## config.mk

```make
export PLATFORM = sky130hd
export DESIGN_NAME = debug_unit_ctrl
export DESIGN_NICKNAME = d
export VERILOG_FILES = /design/src/rtl/debug_unit_ctrl.sv
export SDC_FILE = /design/constraint.sdc
export NUM_CORES = 1
export LEC_CHECK = 0
export ABC_AREA = 1
export CORE_MARGIN = 2
export CORE_UTILIZATION = 45
export CTS_CLUSTER_DIAMETER = 40
export DETAILED_ROUTE_END_ITERATION = 12
export PLACE_DENSITY = 0.85
export REMOVE_ABC_BUFFERS = 1
export SLEW_MARGIN = 5
export SYNTH_ARGS = -nofsm -noshare
export SYNTH_HDL_FRONTEND = slang
export SYNTH_SLANG_ARGS = --single-unit
```

## constraint.sdc

```tcl
create_clock -name i_clk -period 3.15 [get_ports i_clk]
set_input_delay 0.7875 -clock i_clk [delete_from_list [all_inputs] [get_ports i_clk]]
set_output_delay 0.7875 -clock i_clk [all_outputs]
set_load 0.03 [all_outputs]
```

## src/rtl/debug_unit_ctrl.sv

```systemverilog
// Host-side debug sequencer: loads instruction memory from UART, runs/steps the MIPS pipeline
// and streams pipeline snapshots back. Optional cycle counter word: DEBUG_UNIT_CYCLE_CNT_EN.
module debug_unit_ctrl #(
  parameter int              LEN            = 32,
  parameter int              NB_ADDR_IM     = 10,
  parameter int              NUM_DUMP_WORDS = 16,
  parameter int              NB_DUMP_SEL    = 5,
  parameter logic [LEN-1:0]  HALT_WORD      = {LEN{1'b1}}
) (
  input  logic                   i_clk,
  input  logic                   i_rst,
  input  logic [7:0]             i_rx_data,
  input  logic                   i_rx_valid,
  input  logic                   i_tx_done,
  output logic [7:0]             o_tx_data,
  output logic                   o_tx_start,
  output logic                   o_wea_mem_instr,
  output logic [NB_ADDR_IM-1:0]  o_addr_mem_instr,
  output logic [LEN-1:0]         o_data_mem_instr,
  output logic                   o_mips_enable,
  output logic                   o_mips_rst_n,
  input  logic                   i_flag_halt,
  output logic [NB_DUMP_SEL-1:0] o_dump_sel,
  input  logic [LEN-1:0]         i_dump_word
);

  localparam logic [7:0] CMD_LOAD = 8'h4C;
  localparam logic [7:0] CMD_CONT = 8'h43;
  localparam logic [7:0] CMD_STEP = 8'h53;
  localparam logic [7:0] CMD_NEXT = 8'h4E;
  localparam logic [7:0] CMD_END  = 8'h45;
`ifdef DEBUG_UNIT_CYCLE_CNT_EN
  localparam int TOTAL_WORDS = NUM_DUMP_WORDS + 1;
`else
  localparam int TOTAL_WORDS = NUM_DUMP_WORDS;
`endif
  localparam logic [NB_DUMP_SEL-1:0] LAST_WORD = NB_DUMP_SEL'(TOTAL_WORDS - 1);

  typedef enum logic [3:0] {
    S_IDLE, S_LOAD, S_RUN, S_STEP_WAIT, S_STEP_EXEC,
    S_DUMP_SEL, S_DUMP_LATCH, S_DUMP_SEND, S_DUMP_WAIT
  } state_t;

  state_t                 state_q, state_d, ret_q, ret_d;
  logic [LEN-1:0]         shift_q, shift_d;
  logic [1:0]             byte_cnt_q, byte_cnt_d;
  logic [NB_ADDR_IM-1:0]  addr_q, addr_d;
  logic                   wea_q, wea_d;
  logic                   mips_rst_n_q, mips_rst_n_d;
  logic                   mips_en_q, mips_en_d;
  logic                   tx_start_q, tx_start_d;
  logic [7:0]             tx_data_q, tx_data_d;
  logic [NB_DUMP_SEL-1:0] dump_sel_q, dump_sel_d;
  logic [NB_DUMP_SEL-1:0] word_idx_q, word_idx_d;
`ifdef DEBUG_UNIT_CYCLE_CNT_EN
  logic [31:0]            cyc_cnt_q, cyc_cnt_d;
`endif

  always_comb begin
    state_d      = state_q;
    ret_d        = ret_q;
    shift_d      = shift_q;
    byte_cnt_d   = byte_cnt_q;
    addr_d       = addr_q;
    wea_d        = 1'b0;
    mips_rst_n_d = mips_rst_n_q;
    mips_en_d    = mips_en_q;
    tx_start_d   = 1'b0;
    tx_data_d    = tx_data_q;
    dump_sel_d   = dump_sel_q;
    word_idx_d   = word_idx_q;
`ifdef DEBUG_UNIT_CYCLE_CNT_EN
    cyc_cnt_d    = cyc_cnt_q;
    if (mips_en_q && cyc_cnt_q != 32'hFFFF_FFFF) cyc_cnt_d = cyc_cnt_q + 32'd1;
`endif
    case (state_q)
      S_IDLE: begin
        if (i_rx_valid) begin
          case (i_rx_data)
            CMD_LOAD: begin
              state_d      = S_LOAD;
              mips_rst_n_d = 1'b0;
              addr_d       = '0;
              byte_cnt_d   = '0;
              shift_d      = '0;
`ifdef DEBUG_UNIT_CYCLE_CNT_EN
              cyc_cnt_d    = '0;
`endif
            end
            CMD_CONT: begin
              state_d      = S_RUN;
              mips_rst_n_d = 1'b1;
              mips_en_d    = 1'b1;
            end
            CMD_STEP: begin
              state_d      = S_STEP_WAIT;
              mips_rst_n_d = 1'b1;
            end
            default: ;
          endcase
        end
      end
      S_LOAD: begin
        // wea_q marks the write cycle; the address advances right after it
        if (wea_q) begin
          addr_d = addr_q + NB_ADDR_IM'(1);
          if (shift_q == HALT_WORD) state_d = S_IDLE;
        end
        if (i_rx_valid && !(wea_q && shift_q == HALT_WORD)) begin
          shift_d    = {shift_q[LEN-9:0], i_rx_data};
          byte_cnt_d = byte_cnt_q + 2'd1;
          if (byte_cnt_q == 2'd3) wea_d = 1'b1;
        end
      end
      S_RUN: begin
        mips_en_d = 1'b1;
        if (i_flag_halt) begin
          mips_en_d  = 1'b0;
          ret_d      = S_IDLE;
          word_idx_d = '0;
          state_d    = S_DUMP_SEL;
        end
      end
      S_STEP_WAIT: begin
        mips_en_d = 1'b0;
        if (i_rx_valid) begin
          if (i_rx_data == CMD_NEXT) begin
            state_d   = S_STEP_EXEC;
            mips_en_d = 1'b1;
          end else if (i_rx_data == CMD_END) begin
            state_d = S_IDLE;
          end
        end
      end
      S_STEP_EXEC: begin
        mips_en_d  = 1'b0;
        ret_d      = i_flag_halt ? S_IDLE : S_STEP_WAIT;
        word_idx_d = '0;
        state_d    = S_DUMP_SEL;
      end
      S_DUMP_SEL: begin
        dump_sel_d = word_idx_q;
        state_d    = S_DUMP_LATCH;
      end
      S_DUMP_LATCH: begin
        shift_d = i_dump_word;
`ifdef DEBUG_UNIT_CYCLE_CNT_EN
        if (word_idx_q == LAST_WORD) shift_d = LEN'(cyc_cnt_q);
`endif
        byte_cnt_d = '0;
        state_d    = S_DUMP_SEND;
      end
      S_DUMP_SEND: begin
        tx_start_d = 1'b1;
        tx_data_d  = shift_q[LEN-1:LEN-8];
        shift_d    = {shift_q[LEN-9:0], 8'h00};
        state_d    = S_DUMP_WAIT;
      end
      S_DUMP_WAIT: begin
        if (i_tx_done) begin
          byte_cnt_d = byte_cnt_q + 2'd1;
          if (byte_cnt_q != 2'd3) begin
            state_d = S_DUMP_SEND;
          end else if (word_idx_q == LAST_WORD) begin
            state_d    = ret_q;
            dump_sel_d = '0;
          end else begin
            word_idx_d = word_idx_q + NB_DUMP_SEL'(1);
            state_d    = S_DUMP_SEL;
          end
        end
      end
      default: state_d = S_IDLE;
    endcase
  end

  always_ff @(posedge i_clk) begin
    if (!i_rst) begin
      state_q      <= S_IDLE;
      ret_q        <= S_IDLE;
      shift_q      <= '0;
      byte_cnt_q   <= '0;
      addr_q       <= '0;
      wea_q        <= 1'b0;
      mips_rst_n_q <= 1'b0;
      mips_en_q    <= 1'b0;
      tx_start_q   <= 1'b0;
      tx_data_q    <= '0;
      dump_sel_q   <= '0;
      word_idx_q   <= '0;
`ifdef DEBUG_UNIT_CYCLE_CNT_EN
      cyc_cnt_q    <= '0;
`endif
    end else begin
      state_q      <= state_d;
      ret_q        <= ret_d;
      shift_q      <= shift_d;
      byte_cnt_q   <= byte_cnt_d;
      addr_q       <= addr_d;
      wea_q        <= wea_d;
      mips_rst_n_q <= mips_rst_n_d;
      mips_en_q    <= mips_en_d;
      tx_start_q   <= tx_start_d;
      tx_data_q    <= tx_data_d;
      dump_sel_q   <= dump_sel_d;
      word_idx_q   <= word_idx_d;
`ifdef DEBUG_UNIT_CYCLE_CNT_EN
      cyc_cnt_q    <= cyc_cnt_d;
`endif
    end
  end

  assign o_tx_data        = tx_data_q;
  assign o_tx_start       = tx_start_q;
  assign o_wea_mem_instr  = wea_q;
  assign o_addr_mem_instr = addr_q;
  assign o_data_mem_instr = shift_q;
  assign o_mips_enable    = mips_en_q;
  assign o_mips_rst_n     = mips_rst_n_q;
  assign o_dump_sel       = dump_sel_q;

endmodule

```

; Word level (Yosys, flattened, before mapping)
; Cells that the tools add are included.
[totals]
reg_bits = 74
word_cells = 115
[classes]
add_sub_neg = 3
eq_ne = 31
n_mux = 46
reduce_logical = 23
[op_table]
columns = op, count
row1 = $pmux W32 S4, 1
row2 = $mux W32, 3
row3 = $mux W4, 11
row4 = $eq A8 B7 Y1 const B, 5
row5 = $pmux W4 S9, 1
row6 = $mux W5, 7
row7 = $eq A32 B32 Y1 const B, 1
row8 = $mux W10, 3
row9 = $ne A2 B2 Y1 const B, 11
row10 = $pmux W10 S2, 1
row11 = $eq A4 B3 Y1 const B, 4
row12 = $pmux W5 S3, 1
row13 = $pmux W4 S3, 1
row14 = $reduce_and A4 Y1, 3
row15 = $reduce_bool A4 Y1, 3
row16 = $add A10 B1 Y10 const B, 1
row17 = $mux W2, 5
row18 = $pmux W5 S2, 1
row19 = $reduce_and A5 Y1, 2
row20 = $reduce_and A3 Y1, 3
row21 = $eq A4 B2 Y1 const B, 2
row22 = $pmux W2 S4, 1
row23 = $pmux W4 S2, 1
row24 = $reduce_and A8 Y1, 1
row25 = 19 further kinds, 30

; Depth between registers and ports, before layout
[depth]
word_depth = 6
mapped_depth = 12

; Worst setup path after synthesis
; Ideal clock, no wire load.
[synth_path]
path_type = input port to flip-flop
start = input i_rx_data[7]
end = register shift_q[5], in the netlist o_data_mem_instr[5]
setup_ns = 0.116
arrival_time_ns = 1.749
required_ns = 3.034
path_slack_ns = 1.285
stages = 11
n_path_buf = 2
path_cell_list = inv_1 > nand2_1 > nor2_1 > nand2_1 > nand2_1 > a21boi_2 > buf_6 > buf_6 > nand3b_1 > nand2_1 > nor2_1
[synth_via]
elab_chain_cells = 3
[synth_rtl]
columns = element, line_no
row1 = "start, declared", 12  ; input logic [7:0] i_rx_data,
row2 = $eq A8 B7 Y1, 79  ; case (i_rx_data)
row3 = $ne A2 B1 Y1 (no line), -
row4 = $reduce_and A4 Y1 (no line), -
row5 = "end signal, assigned", 197  ; shift_q <= shift_d;
row6 = "end, declared", 45  ; logic [LEN-1:0] shift_q, shift_d;
; Every way passes these cells.
; A chain may end at the register's enable or synchronous reset.

; Final worst setup path
[layout_path]
start = register addr_q[0], in the netlist o_addr_mem_instr[0]
end = output o_addr_mem_instr[0]
[layout_rtl]
columns = element, line_no
row1 = "start, declared", 47  ; logic [NB_ADDR_IM-1:0] addr_q, addr_d;
row2 = "start signal, assigned", 199  ; addr_q <= addr_d;
row3 = "end, declared", 18  ; output logic [NB_ADDR_IM-1:0] o_addr_mem_instr,
; No word-level cell between the ends.

==> results.toml <==
[yosys]
synth_largest_area_cell = "sky130_fd_sc_hd__dfxtp_1"
most_area_consuming_cells_after_synthesis = "sky130_fd_sc_hd__dfxtp_1, sky130_fd_sc_hd__nand2_1, sky130_fd_sc_hd__nor2_1"
synth_top_flop_cell = "sky130_fd_sc_hd__dfxtp_1"
netlist_instances = 587
yosys.area_share.xor_xnor_pct = 0.456
number_of_register_bits_inferred_by_synthesis = 71
synth.distinct_cells = 31
synthSimpleGateAreaFrac_pct = 35.2
main_combinational_cell_family_by_area_after_synthesis = "simple AND/OR/NAND/NOR gates"
synth-warning-count = 0
synth_largest_type_area_fraction_pct = 37.0
synth-seq-area-share_pct = 37.0
synth_adder_area_share_pct = 1.30
synth.avg_cell_area_um2 = 6.54
synth_compound_area_share_pct = 16.8
synth_area_mm2 = 0.00384
synth_edf_count = 0
synth.area.mux_share_pct = 0
synth-async-reset-ratio_pct = 0

[final_layout]
num_antenna_cells = 0
syn2layout_area_growth_pct = 34.3
final.fill_count = 729
design.final.nets = 728
fin_area_mm2 = 0.00516
share_of_layout_cells_above_drive_strength_1_pct = 5.70
postLayoutCoreUtil_pct = 62.4

[drt]
viasPerCell = 5.39
via_count = 4255
drt-initial-drc-count = 240
drc = 0
ant_nets = 0
first_pass_iters = 7
drt-wirelength-per-cell_um = 13.8
drt-total-wl_um = 10900

[clock_network]
insertion_delay_ns = 0.36
ctsLongestPathBuffers = 2
clock_tree_root_buffer_cell = "sky130_fd_sc_hd__clkbuf_8"
path_clk_slew_ns = 0.07
ctsHtreeMaxLevel = 3
post_cts_resized = 0
number_of_clock_sinks_seen_by_cts = 71
tritoncts = "built"
post_cts.repair.setup_buffers = 0
postCtsHoldBufs = 0
numCtsBuffers = 9

[timing]
max_freq_ghz = 0.434
final_number_of_hold_violating_endpoints = 0
timing.final.crit_period_ns = 2.30
setup_violations = 0
actual_slew_at_the_worst_max_slew_pin_ns = 0.482
timing.setup.tns_ns = 0
finalCritPeriodShare_pct = 73.1
max-slew-margin-rel_pct = 67.9
final_max_slew_viol_count = 0
worst_clk_skew_ns = 0.00709
rsz_0062_raised_after_global_routing = "false"

[die]
placementRows = 33
design.core.area_mm2 = 0.00826
floorplan.initialDensity_pct = 46.5
die_height_um = 96.4
io_pins = 104
die_area_mm2 = 0.00929
dieWidth_um = 96.4

[pwr]
static-leakage-power_nw = 2.01
power.density_mw_per_mm2 = 682
post-layout-total-power_mw = 3.51
ir_worst_vdd_v = 0.000566

[grt]
grt_pass1_vias = 3853
grt_antenna_before_repair = 0
overflow = 0
track_usage_pct = 24.3
grt_first_pass_wirelength_um = 17800
grt_max_degree = 65

[worst_setup_path]
worst_ep_required_time_ns = 2.36
worstSetupPathDepth = 1
cp_data_arrival_time_ns = 1.52
path_class = "reg -> out"
timing.critical_path.cells = "clkdlybuf4s50_1"
critical_path.startpoint_type = "flip-flop"
critical_path_buf_inv_count = 1
cp_slowest_cell = "sky130_fd_sc_hd__clkdlybuf4s50_1"
worst-r2r-cell-count = 9
worst_setup_path_end_kind = "output port"
critPathMaxFanout = 7
path_delay_family = "buffers and inverters"
cp_slowest_stage_delay_ns = 0.71

[placed_design]
final_hpwl_from_detailed_placement_um = 7600
io_port_bufs = 103
dpl_cell_area_mm2 = 0.00491
final_estimated_routing_congestion_in_global_placement = 0.909

[job]
maxCapViolations = 0

[worst_hold_path]
timing.hold.worst.class = "reg -> reg"
hold_depth = 2

[run_status]
outcome = "finished clean"
power by group:
part | leakage, nW | internal, mW | total (mW) | switching (mW)
logic | 1.31 | 0.565 | 1.45 | 0.886
clock network | 0.122 | 0.545 | 0.909 | 0.364
registers | 0.577 | 1.03 | 1.15 | 0.127
total | 2.01 | 2.14 | 3.51 | 1.38
cells in the final DEF (no fill, tap or decap):
cell and count:
sky130_fd_sc_hd__o21ai_0 26, sky130_fd_sc_hd__buf_12 2, sky130_fd_sc_hd__dfxtp_1 71, sky130_fd_sc_hd__nand2_1 141
sky130_fd_sc_hd__clkdlybuf4s50_1 103, sky130_fd_sc_hd__a31oi_1 1, sky130_fd_sc_hd__ha_1 4, sky130_fd_sc_hd__a21boi_4 1
sky130_fd_sc_hd__o21ai_1 1, sky130_fd_sc_hd__nand3b_1 9, sky130_fd_sc_hd__clkinvlp_4 1, sky130_fd_sc_hd__clkinv_1 1
sky130_fd_sc_hd__inv_1 41, sky130_fd_sc_hd__clkinv_2 2, sky130_fd_sc_hd__buf_4 4, sky130_fd_sc_hd__bufinv_16 3
sky130_fd_sc_hd__inv_2 6, sky130_fd_sc_hd__nor2_4 2, sky130_fd_sc_hd__a221oi_1 1, sky130_fd_sc_hd__a21boi_0 1
sky130_fd_sc_hd__xor2_1 1, sky130_fd_sc_hd__xnor2_1 1, sky130_fd_sc_hd__nor3_1 7, sky130_fd_sc_hd__nand4_1 5
sky130_fd_sc_hd__nand2_2 2, sky130_fd_sc_hd__nor2_2 4, sky130_fd_sc_hd__o211ai_2 1, sky130_fd_sc_hd__clkbuf_8 10
sky130_fd_sc_hd__nor4_1 1, sky130_fd_sc_hd__a22oi_1 24, sky130_fd_sc_hd__a21oi_1 57, sky130_fd_sc_hd__nand2_4 1
sky130_fd_sc_hd__nand3_1 44, sky130_fd_sc_hd__nor2_1 105
sequential cells by signal (all words and copies together), names as in the netlist:
register	flops
o_wea_mem_instr	1
byte_cnt_q	2
o_tx_data	8
ret_q	1
o_addr_mem_instr	10
o_dump_sel	5
o_data_mem_instr	32
word_idx_q	5
state_q	4
o_tx_start	1
o_mips_rst_n	1
o_mips_enable	1
cells by family (layout without fill, tap and decap cells):
group                    Yosys count  count (layout)
flip-flops                        71              71
buffers and inverters             76             173
adder cells (fa/ha/maj)            4               4
AO/OA/AOI/OAI                    113             113
XOR/XNOR                           2               2
AND/OR/NAND/NOR                  321             321
per-layer routing:
metal	share of wire (%)	vias to the layer above	GRT usage (%)
met3	7.4	38	4.65
met4	3.3	0	13.7
li1	-	2109	-
met2	48	189	39.8
met1	41	1919	29.8
met5	0	-	0
layout make-up:
| class | count | area (um2) | area share [%] |
|---|---|---|---|
| Multi-Input combinational cell | 440 | 2080 | 40.3 |
| Sequential cell | 71 | 1420 | 27.6 |
| Timing Repair Buffer | 109 | 1100 | 21.4 |
| Inverter | 48 | 180 | 3.49 |
| Clock buffer | 10 | 138 | 2.67 |
| Tap cell | 105 | 131 | 2.55 |
| Clock inverter | 6 | 108 | 2.09 |
synthesized netlist by cell type (5+ instances only):
master                     number
sky130_fd_sc_hd__nand2_1      142
sky130_fd_sc_hd__nor2_1       105
sky130_fd_sc_hd__dfxtp_1       71
sky130_fd_sc_hd__a21oi_1       57
sky130_fd_sc_hd__nand3_1       44
sky130_fd_sc_hd__inv_1         41
sky130_fd_sc_hd__o21ai_0       26
sky130_fd_sc_hd__a22oi_1       24
sky130_fd_sc_hd__clkbuf_1      12
sky130_fd_sc_hd__nand3b_1       9
sky130_fd_sc_hd__buf_2          8
sky130_fd_sc_hd__buf_6          7
sky130_fd_sc_hd__nor3_1         7
sky130_fd_sc_hd__inv_2          6
sky130_fd_sc_hd__nand4_1        5
stage by stage:
| step | worst slack [ns] | hold slack [ns] | cells |
|---|---|---|---|
| floorplan | 0.266 | 0.450 | 559 |
| global placement | 0.622 | 0.436 | 773 |
| detailed placement | 0.589 | 0.453 | 773 |
| CTS | 0.831 | 0.468 | 789 |
| global route | 0.774 | 0.482 | 789 |
| finish | 0.847 | 0.463 | 789 |
final timing paths:
| path | slack [ns] | startpoint | to |
|---|---|---|---|
| max | 0.85 | o_addr_mem_instr[0] | o_addr_mem_instr[0] |
| min | 0.46 | o_dump_sel[0] | o_dump_sel[0] |
| max reg2reg | 0.96 | state_q[3] | o_data_mem_instr[23] |
| min reg2reg | 0.46 | o_dump_sel[0] | o_dump_sel[0] |
Power figures use the tool's default switching activity.
